[config.mk]
export PLATFORM = sky130hd
export DESIGN_NAME = nec_tick_div
export DESIGN_NICKNAME = d
export VERILOG_FILES = /design/src/rtl/nec_tick_pkg.sv /design/src/rtl/nec_tick_div_ch.sv /design/src/rtl/nec_tick_div.sv
export SDC_FILE = /design/constraint.sdc
export NUM_CORES = 1
export LEC_CHECK = 0
export ABC_CLOCK_PERIOD_IN_PS = 4100
export CAP_MARGIN = 0
export CORE_MARGIN = 2
export CORE_UTILIZATION = 57
export DETAILED_ROUTE_END_ITERATION = 10
export GPL_TIMING_DRIVEN = 0
export PLACE_DENSITY = 0.89
export REMOVE_ABC_BUFFERS = 1
export SYNTH_ARGS = -nofsm -noshare
export SYNTH_HDL_FRONTEND = slang
export SYNTH_SLANG_ARGS = --single-unit
[constraint.sdc]
create_clock -name clk -period 4.1 [get_ports clk]
set_input_delay 0.41 -clock clk [delete_from_list [all_inputs] [get_ports clk]]
set_output_delay 0.41 -clock clk [all_outputs]
set_load 0.02 [all_outputs]
[src/rtl/nec_tick_pkg.sv]
// Shared types and constants for the NEC tick divider channels.
package nec_tick_pkg;

  typedef enum logic [1:0] {
    TD_IDLE = 2'd0,
    TD_RUN  = 2'd1,
    TD_DONE = 2'd2
  } td_state_e;

  localparam logic TD_PERIODIC = 1'b0;
  localparam logic TD_ONESHOT  = 1'b1;

endpackage

[src/rtl/nec_tick_div_ch.sv]
// One divider channel: IDLE/RUN/DONE FSM, tick counter and divisor/mode shadow registers.
// All control inputs and outputs are single-cycle strobes sampled on clk; there is no backpressure.
module nec_tick_div_ch
  import nec_tick_pkg::*;
#(
  parameter int CNT_W = 8
) (
  input  logic             clk,
  input  logic             rst,
  input  logic             tick,
  input  logic             start,
  input  logic             stop,
  input  logic             mode,
  input  logic [CNT_W-1:0] div,
  output logic             ch_tick,
  output logic             done,
  output logic [1:0]       state_dbg
);

  localparam logic [CNT_W-1:0] CNT_ONE = {{(CNT_W-1){1'b0}}, 1'b1};

  td_state_e        state;
  logic [CNT_W-1:0] cnt;
  logic [CNT_W-1:0] div_q;
  logic             mode_q;

  assign state_dbg = state;

  // Priority: rst > stop > start > tick. cnt never passes div_q, so no overflow.
  always_ff @(posedge clk) begin
    if (rst) begin
      state   <= TD_IDLE;
      cnt     <= '0;
      div_q   <= '0;
      mode_q  <= TD_PERIODIC;
      ch_tick <= 1'b0;
      done    <= 1'b0;
    end else begin
      ch_tick <= 1'b0;
      if (stop) begin
        state <= TD_IDLE;
        cnt   <= '0;
        done  <= 1'b0;
      end else if (start) begin
        state  <= TD_RUN;
        cnt    <= '0;
        div_q  <= div;
        mode_q <= mode;
        done   <= 1'b0;
      end else begin
        case (state)
          TD_RUN: begin
            if (tick) begin
              if (cnt == div_q) begin
                cnt     <= '0;
                ch_tick <= 1'b1;
                if (mode_q == TD_ONESHOT) begin
                  state <= TD_DONE;
                  done  <= 1'b1;
                end else begin
                  div_q <= div;
                end
              end else begin
                cnt <= cnt + CNT_ONE;
              end
            end
          end
          TD_IDLE, TD_DONE: ;
          default: begin
            state <= TD_IDLE;
            cnt   <= '0;
            done  <= 1'b0;
          end
        endcase
      end
    end
  end

endmodule

[src/rtl/nec_tick_div.sv]
// Multi-channel tick divider: NCH independent channels sharing one base tick strobe.
module nec_tick_div
  import nec_tick_pkg::*;
#(
  parameter int NCH   = 2,
  parameter int CNT_W = 8
) (
  input  logic                 clk,
  input  logic                 rst,
  input  logic                 tick,
  input  logic [NCH-1:0]       ch_start,
  input  logic [NCH-1:0]       ch_stop,
  input  logic [NCH-1:0]       ch_mode,
  input  logic [NCH*CNT_W-1:0] cfg_div,
  output logic [NCH-1:0]       ch_tick,
  output logic [NCH-1:0]       ch_busy,
  output logic [NCH-1:0]       ch_done
);

  logic [1:0] ch_state [NCH];

  for (genvar i = 0; i < NCH; i++) begin : g_ch
    nec_tick_div_ch #(
      .CNT_W(CNT_W)
    ) u_ch (
      .clk      (clk),
      .rst      (rst),
      .tick     (tick),
      .start    (ch_start[i]),
      .stop     (ch_stop[i]),
      .mode     (ch_mode[i]),
      .div      (cfg_div[i*CNT_W +: CNT_W]),
      .ch_tick  (ch_tick[i]),
      .done     (ch_done[i]),
      .state_dbg(ch_state[i])
    );

    assign ch_busy[i] = (ch_state[i] == TD_RUN);
  end

endmodule

==> results_dict.tcl, run 1 <==
set metrics [dict create \
    initial_core_util_pct 59.1 \
    rr_endpoint "g_ch[1].u_ch.div_q[4]" \
    dr.first_iter.drc_count 92 \
    critPathMaxFanout 8 \
    hold_path_class "reg2reg" \
    design_area_um2 2320 \
    seq_area_frac_synth_pct 40.6 \
    root_buffer "clkbuf_4" \
    ys_ff_latch 40 \
    antennaDiodeCount 0 \
    cp-start-kind "flop" \
    row_count 21 \
    reg2reg_depth 5 \
    cts_buffer_depth 2 \
    multi_input_area_um2 1090 \
    detail_route.wl_per_cell_um 12.7 \
    synth-edff-count 0 \
    place_hpwl_um 2740 \
    path_clk_slew_ns 0.12 \
    setup_viol 0 \
    design.core.area_um2 3340 \
    firstDrtPassIters 4 \
    syn_area_um2 1970 \
    postSynthAreaPerCell_um2 8.84 \
    fin_crit_ns 2.38 \
    r2r_slack_ns 1.72 \
    status "finished, final reports clean" \
    area_growth_pct 17.6 \
    post_cts.repair.setup_buffers 0 \
    min_to "g_ch[0].u_ch.div_q[5]" \
    fin_cells 297 \
    grt_max_degree 32 \
    drv_cap 0 \
    die_w_um 62.8 \
    dp_cells 289 \
    via_per_inst 5.48 \
    final_net_count 277 \
    tns_ns 0 \
    hold_viol 0 \
    synth_commonest_cells "dfxtp_1 (40), nor2_1 (23), nand2_1 (20), xor2_1 (20), nand2b_1 (19)" \
    ys_top_cells_by_area "dfxtp_1 (41%), mux2i_1 (9.1%), xor2_1 (8.9%), nand2b_1 (6.0%), nor2_1 (4.4%)" \
    synthArstFlopShare_pct 0 \
    rsz0062_at_grt "false" \
    place.gp.congestion 0.820 \
    pre_cts_ws_ns 1.64 \
    post-route-util_pct 69.5 \
    synth_cell_types 39 \
    yosysWarnings 0 \
    tightestPinTransition_ns 0.933 \
    cts_hold_buf 0 \
    yosysMostFrequentCell "dfxtp_1" \
    nFillCells 284 \
    grt_pass1_vias 1493 \
    ir_worst_vdd_v 0.000257 \
    cts_resized 0 \
    p_leak_nw 0.936 \
    post_dp_cell_area_um2 2260 \
    antenna_found_initial 0 \
    synth.top_cell.area_share_pct 40.6 \
    fmax_mhz 420 \
    drc_errors 0 \
    cp.required_ns 4.32 \
    grt_pass1_wl_um 6580 \
    final.setup_skew_ns 0.0170 \
    setup_ws_ns 1.72 \
    vias 1627 \
    grt_usage_pct 21.0 \
    fin_crit_sh_pct 58.0 \
    yosys.area.top_type "dfxtp_1" \
    power.total_mw 0.709 \
    grt-ovfl-total 0 \
    die_area_um2 3950 \
    synth_cells 223 \
    io_pins 31 \
    clock_latency_ns 0.35 \
    min_from "g_ch[0].u_ch.div_q[5]" \
    htreeDepth 2 \
    worst_hold_slack_ns 0.497 \
    die_height_um 62.8 \
    hold_depth 2 \
    port_buffers 30 \
    maxSlewHeadroom_pct 37.6 \
    routed_wl_um 3780 \
    r2r_start "g_ch[1].u_ch.cnt[5]" \
    crit_arrival_ns 2.60 \
    slew_viol_final 0 \
    ff_latch_area_um2 801 \
    final_layout_size_suffix_gt1_share_pct 3.98 \
    crit_type "reg2reg" \
    ant_nets 0 \
    end_kind "flop" \
    cts_tree "built" \
    power_density_nw_per_um2 306 \
    cts_buffers 5 \
    ys.flop_type "dfxtp_1" \
    clock-sinks 40 \
]
[worst max-delay path by stage]
stage                                   start                    end  slack, ns  cells past startpoint
final                     g_ch[1].u_ch.cnt[5]  g_ch[1].u_ch.div_q[4]       1.72                      5
after global routing      g_ch[1].u_ch.cnt[5]  g_ch[1].u_ch.div_q[0]       1.55                      5
after CTS                 g_ch[1].u_ch.cnt[5]  g_ch[1].u_ch.div_q[4]       1.75                      5
after detailed placement                  rst    g_ch[0].u_ch.cnt[1]       1.64                      4
after global placement                    rst    g_ch[0].u_ch.cnt[1]       1.65                      4
after floorplan           g_ch[1].u_ch.cnt[5]  g_ch[1].u_ch.div_q[0]       2.15                      5
[critical path, stage by stage (launching register included)]
cell and delay, ns:
dfxtp_1 0.38, xor2_1 0.17, nor4_1 0.80, a41o_1 0.59, mux2i_1 0.24, nor2_1 0.05
[power breakdown]
part	leakage, nW	switching, mW	internal (mW)
registers	0.325	0.00826	0.400
logic	0.573	0.0439	0.0473
clock network	0.0380	0.128	0.0817
[kinds of logic (layout without fill, tap and decap cells)]
logic type | after synthesis | in the layout | synth area share [%]
compound gates | 30 | 30 | 9.65
xor+xnor | 22 | 22 | 9.77
fa+ha+maj | 2 | 2 | 1.27
buf+inv | 11 | 39 | 3.87
flops | 40 | 40 | 40.6
mux | 18 | 18 | 9.14
simple gates | 100 | 100 | 25.7
[registers in the layout (all words and copies together), names as in the netlist]
register and count:
g_ch.u_ch.done 1, g_ch.u_ch.div_q 16, g_ch.u_ch.mode_q 2, g_ch.u_ch.state_dbg 3, g_ch.u_ch.ch_tick 2, g_ch.u_ch.cnt 16
[layer usage]
metal	wire length, um	track usage, %	up-vias	part of all wire [%]
li1	-	-	822	-
met1	1740	27.6	753	46
met2	1740	31.5	48	46
met3	242	4.86	4	6.4
met4	52	11.9	0	1.4
met5	0	0	-	0
[area by class of cell]
class	count	share of cell area [%]
repair buffers	30	13.0
clock buffers	6	2.21
well taps	46	2.48
inverters	1	0.162
clock inverters	2	0.432
flip-flops and latches	40	34.5
multi-input cells	172	47.2
[cell usage in the layout (no fill, tap or decap), drive strengths merged]
cell           count
a211oi             1
a21boi             2
a21oi             12
a221o              1
a31oi              1
a41o               1
and2               4
and3               1
clkbuf             6
clkdlybuf4s50     30
clkinv             2
dfxtp             40
ha                 2
inv                1
mux2i             18
nand2             20
nand2b            19
nand3              6
nand3b             2
nand4              6
nor2              23
nor2b              3
nor3               6
nor4               5
o211ai             1
o21a               2
o21ai              6
o21bai             1
o311ai             1
o41a               1
or2                1
or2b               1
or3                3
xnor2              2
xor2              20
No activity file was read; power rests on OpenSTA's default activity.
==> run 2: changes to the inputs <==
--- a/config.mk
+++ b/config.mk
@@ -5,13 +5,13 @@
 export SDC_FILE = /design/constraint.sdc
 export NUM_CORES = 1
 export LEC_CHECK = 0
-export ABC_CLOCK_PERIOD_IN_PS = 4100
+export ABC_CLOCK_PERIOD_IN_PS = 2350
 export CAP_MARGIN = 0
 export CORE_MARGIN = 2
-export CORE_UTILIZATION = 57
+export CORE_UTILIZATION = 53
 export DETAILED_ROUTE_END_ITERATION = 10
 export GPL_TIMING_DRIVEN = 0
-export PLACE_DENSITY = 0.89
+export PLACE_DENSITY = 0.84
 export REMOVE_ABC_BUFFERS = 1
 export SYNTH_ARGS = -nofsm -noshare
 export SYNTH_HDL_FRONTEND = slang
==> constraint.sdc (replaced) <==
create_clock -name clk -period 2.35 [get_ports clk]
set_input_delay 0.235 -clock clk [delete_from_list [all_inputs] [get_ports clk]]
set_output_delay 0.235 -clock clk [all_outputs]
set_load 0.02 [all_outputs]
==> results_dict.tcl, run 2 (synthesis gave the netlist of run 1 again) <==
set metrics [dict create \
    status "finished, final reports clean" \
    area_growth_pct 21.6 \
    ir_worst_vdd_v 0.000410 \
    cp.required_ns 2.51 \
    clock_latency_ns 0.29 \
    htreeDepth 2 \
    grt_usage_pct 19.7 \
    reg2reg_depth 5 \
    final_layout_size_suffix_gt1_share_pct 5.98 \
    final_net_count 277 \
    post_cts.repair.setup_buffers 0 \
    grt_pass1_wl_um 6500 \
    worst_hold_slack_ns 0.488 \
    dr.first_iter.drc_count 111 \
    maxSlewHeadroom_pct 38.2 \
    crit_type "reg2reg" \
    tns_ns 0 \
    die_height_um 65.0 \
    initial_core_util_pct 54.7 \
    rr_endpoint "g_ch[0].u_ch.div_q[1]" \
    multi_input_area_um2 1120 \
    worstPathCellList "xor2_1 > nor4_2 > nand2_1 > o41a_1 > mux2i_1" \
    io_pins 31 \
    layout_common_cells "dfxtp_1 (40), clkdlybuf4s50_1 (30), nor2_1 (23), xor2_1 (20), nand2_1 (20)" \
    firstDrtPassIters 4 \
    fin_crit_ns 2.06 \
    cts_buffer_depth 2 \
    place.gp.congestion 0.803 \
    port_buffers 30 \
    critPathLaunch "g_ch[0].u_ch.cnt[3]" \
    ff_latch_area_um2 801 \
    drv_cap 0 \
    die_area_um2 4220 \
    layout_commonest_cell "dfxtp_1" \
    post-route-util_pct 66.5 \
    setup_ws_ns 0.291 \
    clock-sinks 40 \
    critPathMaxFanout 8 \
    place_hpwl_um 2710 \
    pre_cts_ws_ns 0.00414 \
    vias 1639 \
    power_density_nw_per_um2 595 \
    grt_max_degree 32 \
    worst-path-buf-inv 0 \
    fmax_mhz 486 \
    row_count 22 \
    slowest_stage "o41a_1" \
    fin_crit_sh_pct 87.6 \
    antenna_found_initial 0 \
    root_buffer "clkbuf_8" \
    r2r_slack_ns 0.29 \
    setup_viol 0 \
    die_w_um 65.0 \
    cp_slowest_stage_delay_ns 0.60 \
    cts_tree "built" \
    final.setup_skew_ns 0.00740 \
    cp-start-kind "flop" \
    critPathTopFamily "simple AND/OR/NAND/NOR gates" \
    drc_errors 0 \
    path_clk_slew_ns 0.08 \
    grt-ovfl-total 0 \
    grt_pass1_vias 1493 \
    via_per_inst 5.48 \
    routed_wl_um 3760 \
    slew_viol_final 0 \
    critPathCapture "g_ch[0].u_ch.div_q[1]" \
    antennaDiodeCount 0 \
    hold_path_class "reg2reg" \
    ant_nets 0 \
    p_leak_nw 0.956 \
    tightestPinTransition_ns 0.925 \
    nFillCells 291 \
    detail_route.wl_per_cell_um 12.6 \
    end_kind "flop" \
    design.core.area_um2 3610 \
    crit_arrival_ns 2.21 \
    rsz0062_at_grt "false" \
    hold_viol 0 \
    r2r_start "g_ch[0].u_ch.cnt[3]" \
    cp_num_cells 5 \
    cts_buffers 5 \
]
-- run 2: area by class of cell --
class                   count  share of cell area (%)
multi-input cells         172                    46.8
flip-flops and latches     40                    33.4
repair buffers             30                    12.5
well taps                  48                    2.51
clock buffers               5                    2.87
clock inverters             3                    1.77
inverters                   1                   0.157
-- run 2: repair_timing --
item                       in CTS  in global routing
hold buffers                    0                  0
setup endpoints to repair       4                 16
resized for setup               2                  3
-- run 2: stage by stage --
stage / cells / area [um^2] / power [mW]
floorplan: 213 / 1900 / 0.811
global placement: 291 / 2260 / 0.882
detailed placement: 291 / 2260 / 0.886
CTS: 299 / 2380 / 1.44
global route: 299 / 2400 / 1.49
finish: 299 / 2400 / 1.43
-- run 2: power by group --
| group | switching (mW) | total (mW) | leakage [nW] | internal, mW |
|---|---|---|---|---|
| Combinational | 0.0784 | 0.165 | 0.577 | 0.0866 |
| Sequential | 0.0145 | 0.711 | 0.325 | 0.697 |
| Clock | 0.237 | 0.551 | 0.0541 | 0.314 |
| Total | 0.330 | 1.43 | 0.956 | 1.10 |
-- run 2: worst min path at each step --
stage,start,end,slack (ns),depth (start not counted)
global placement,g_ch[0].u_ch.div_q[6],g_ch[0].u_ch.div_q[6],0.48,2
detailed placement,g_ch[0].u_ch.div_q[2],g_ch[0].u_ch.div_q[2],0.48,2
floorplan,rst,g_ch[0].u_ch.mode_q,0.30,1
finish,g_ch[0].u_ch.div_q[2],g_ch[0].u_ch.div_q[2],0.49,2
global route,cfg_div[7],g_ch[0].u_ch.div_q[7],0.51,3
CTS,g_ch[0].u_ch.div_q[2],g_ch[0].u_ch.div_q[2],0.49,2
-- run 2: routing by layer --
metal | vias to the layer above | share of wire, % | GRT usage, %
met4 | 0 | 1.9 | 7.18
met3 | 10 | 4.7 | 3.82
met5 | - | 0 | 0
met1 | 767 | 47 | 25.9
met2 | 46 | 47 | 32.0
li1 | 816 | - | -
-- run 2: tightest hold or removal path, cell delays in order, from the launching register on --
cell and delay [ns]:
dfxtp_1 0.32, nand2b_1 0.07, mux2i_1 0.06
==> run 3: changes to the inputs <==
--- a/config.mk
+++ b/config.mk
@@ -5,14 +5,16 @@
 export SDC_FILE = /design/constraint.sdc
 export NUM_CORES = 1
 export LEC_CHECK = 0
+export ABC_AREA = 1
 export ABC_CLOCK_PERIOD_IN_PS = 2350
 export CAP_MARGIN = 0
 export CORE_MARGIN = 2
-export CORE_UTILIZATION = 53
+export CORE_UTILIZATION = 54
 export DETAILED_ROUTE_END_ITERATION = 10
 export GPL_TIMING_DRIVEN = 0
 export PLACE_DENSITY = 0.84
 export REMOVE_ABC_BUFFERS = 1
+export SLEW_MARGIN = 0
 export SYNTH_ARGS = -nofsm -noshare
 export SYNTH_HDL_FRONTEND = slang
 export SYNTH_SLANG_ARGS = --single-unit
==> results_dict.tcl, run 3 <==
set metrics [dict create \
    status "finished, final reports clean" \
    ys_top_cells_by_area "dfxtp_1 (38%), nand2_1 (12%), a21oi_1 (6.2%), inv_1 (5.3%), nand3_1 (5.2%)" \
    setup_viol 0 \
    fmax_mhz 542 \
    syn_area_um2 2110 \
    yosys.area.top_type "dfxtp_1" \
    crit_arrival_ns 1.61 \
    ir_worst_vdd_v 0.000507 \
    layout_commonest_cell "nand2_1" \
    postSynthAreaPerCell_um2 7.34 \
    tns_ns 0 \
    die_height_um 66.6 \
    grt_pass1_vias 1705 \
    wl_met2_um 1930 \
    routed_wl_um 4080 \
    post-route-util_pct 67.2 \
    hold_path_class "reg2reg" \
    tightestPinTransition_ns 0.713 \
    cp.required_ns 2.12 \
    worst_hold_slack_ns 0.471 \
    clock_latency_ns 0.29 \
    hold_viol 0 \
    rsz0062_at_grt "false" \
    vias 1843 \
    ys.flop_type "dfxtp_1" \
    fin_crit_ns 1.84 \
    synth_cell_types 34 \
    design.core.area_um2 3720 \
    grt_max_degree 20 \
    grt-ovfl-total 0 \
    die_w_um 66.6 \
    ant_nets 0 \
    crit_type "reg2out" \
    clock-sinks 40 \
    cts_hold_buf 0 \
    drv_cap 0 \
    via_per_inst 5.08 \
    critPathMaxFanout 3 \
    layout_common_cells "nand2_1 (68), dfxtp_1 (40), inv_1 (30), clkdlybuf4s50_1 (30), a21oi_1 (26)" \
    synthArstFlopShare_pct 0 \
    setup_ws_ns 0.505 \
    grt_usage_pct 21.0 \
    cts_resized 0 \
    initial_core_util_pct 56.9 \
    synth.top_cell.area_share_pct 37.9 \
    antenna_found_initial 0 \
    fin_crit_sh_pct 78.5 \
    seq_area_frac_synth_pct 37.9 \
    synth-edff-count 0 \
    synth_cells 288 \
    wl_met3_um 128 \
    htreeDepth 2 \
    area_growth_pct 18.1 \
    cts_buffers 5 \
    grt_pass1_wl_um 7150 \
    final_layout_size_suffix_gt1_share_pct 12.4 \
    yosysWarnings 0 \
    maxSlewHeadroom_pct 52.3 \
    final.setup_skew_ns 0.0109 \
    cts_buffer_depth 2 \
    post_cts.repair.setup_buffers 0 \
    highest_layer "met4" \
    place.gp.congestion 0.804 \
    ys_ff_latch 40 \
    p_leak_nw 0.889 \
    pre_cts_ws_ns 0.248 \
    root_buffer "clkbuf_8" \
    row_count 22 \
    final_net_count 344 \
    cts_tree "built" \
    yosysMostFrequentCell "nand2_1" \
    port_buffers 30 \
    synth_commonest_cells "nand2_1 (68), dfxtp_1 (40), inv_1 (30)" \
    cp-start-kind "flop" \
    antennaDiodeCount 0 \
    path_clk_slew_ns 0.07 \
    detail_route.wl_per_cell_um 11.2 \
    power_density_nw_per_um2 519 \
    end_kind "output pin" \
    routedLengthMet1_um 1980 \
    place_hpwl_um 3180 \
    nFillCells 325 \
    firstDrtPassIters 4 \
    drc_errors 0 \
    io_pins 31 \
    dr.first_iter.drc_count 115 \
    die_area_um2 4430 \
    slew_viol_final 0 \
]
==> run 3: cell types whose count changed after synthesis, moves of 16 or more <==
cell      before  now
xor2_1        20    3
inv_1          1   30
nand3_1        6   22
nand2_1       20   68
mux2i_1       18    0
nand2b_1      19    0
==> run 3: report_power, final <==
group	internal [mW]	switching [mW]	leakage [nW]	total (mW)
logic	0.0832	0.101	0.528	0.184
clock network	0.191	0.209	0.0359	0.400
registers	0.696	0.0146	0.325	0.711
==> run 3: worst max-delay path, cell delays in order, from the launching register on <==
cell             delay [ns]
dfxtp_1                0.31
inv_1                  0.10
nand2_1                0.12
inv_1                  0.16
clkdlybuf4s50_1        0.63
==> run 3: area by class of cell <==
cell class / instances / area, um^2 / share of cell area (%)
timing repair buffer: 30 / 300 / 12.0
tap: 48 / 60.1 / 2.40
inverter: 38 / 143 / 5.71
clock buffer: 5 / 68.8 / 2.76
sequential: 40 / 801 / 32.1
multi-input combinational: 202 / 1120 / 45.0
==> run 3: worst paths after layout <==
check | startpoint | end | slack [ns] | cells after the start
worst min register to register | g_ch[1].u_ch.state_dbg[0] | g_ch[1].u_ch.state_dbg[1] | 0.47 | 1
worst min-delay path | g_ch[1].u_ch.state_dbg[0] | g_ch[1].u_ch.state_dbg[1] | 0.47 | 1
worst max-delay path | g_ch[1].u_ch.state_dbg[1] | ch_busy[1] | 0.51 | 4
worst max register to register | g_ch[1].u_ch.cnt[0] | g_ch[1].u_ch.div_q[7] | 0.93 | 7
==> run 3: stage by stage <==
stage	area [um^2]	cells	power, mW
2_1_floorplan	2070	280	0.836
3_3_place_gp	2430	358	0.906
3_5_place_dp	2430	358	0.911
4_1_cts	2500	363	1.31
5_1_grt	2500	363	1.36
6_report	2500	363	1.30
==> run 3: logic make-up (layout without fill, tap and decap cells) <==
family                   count (synthesis)  count (layout)  share of synthesized area (%)
buffers and inverters                   46              73                           8.93
AND/OR/NAND/NOR                        146             146                           35.8
XOR/XNOR                                12              12                           4.97
flip-flops                              40              40                           37.9
AO/OA/AOI/OAI                           42              42                           11.2
adder cells (fa/ha/maj)                  2               2                           1.18
==> run 3: routing by layer <==
metal | vias to the layer above | global-route usage [%]
met3 | 4 | 6.42
met2 | 28 | 35.3
li1 | 975 | -
met1 | 836 | 26.3
met4 | 0 | 5.10
met5 | - | 0
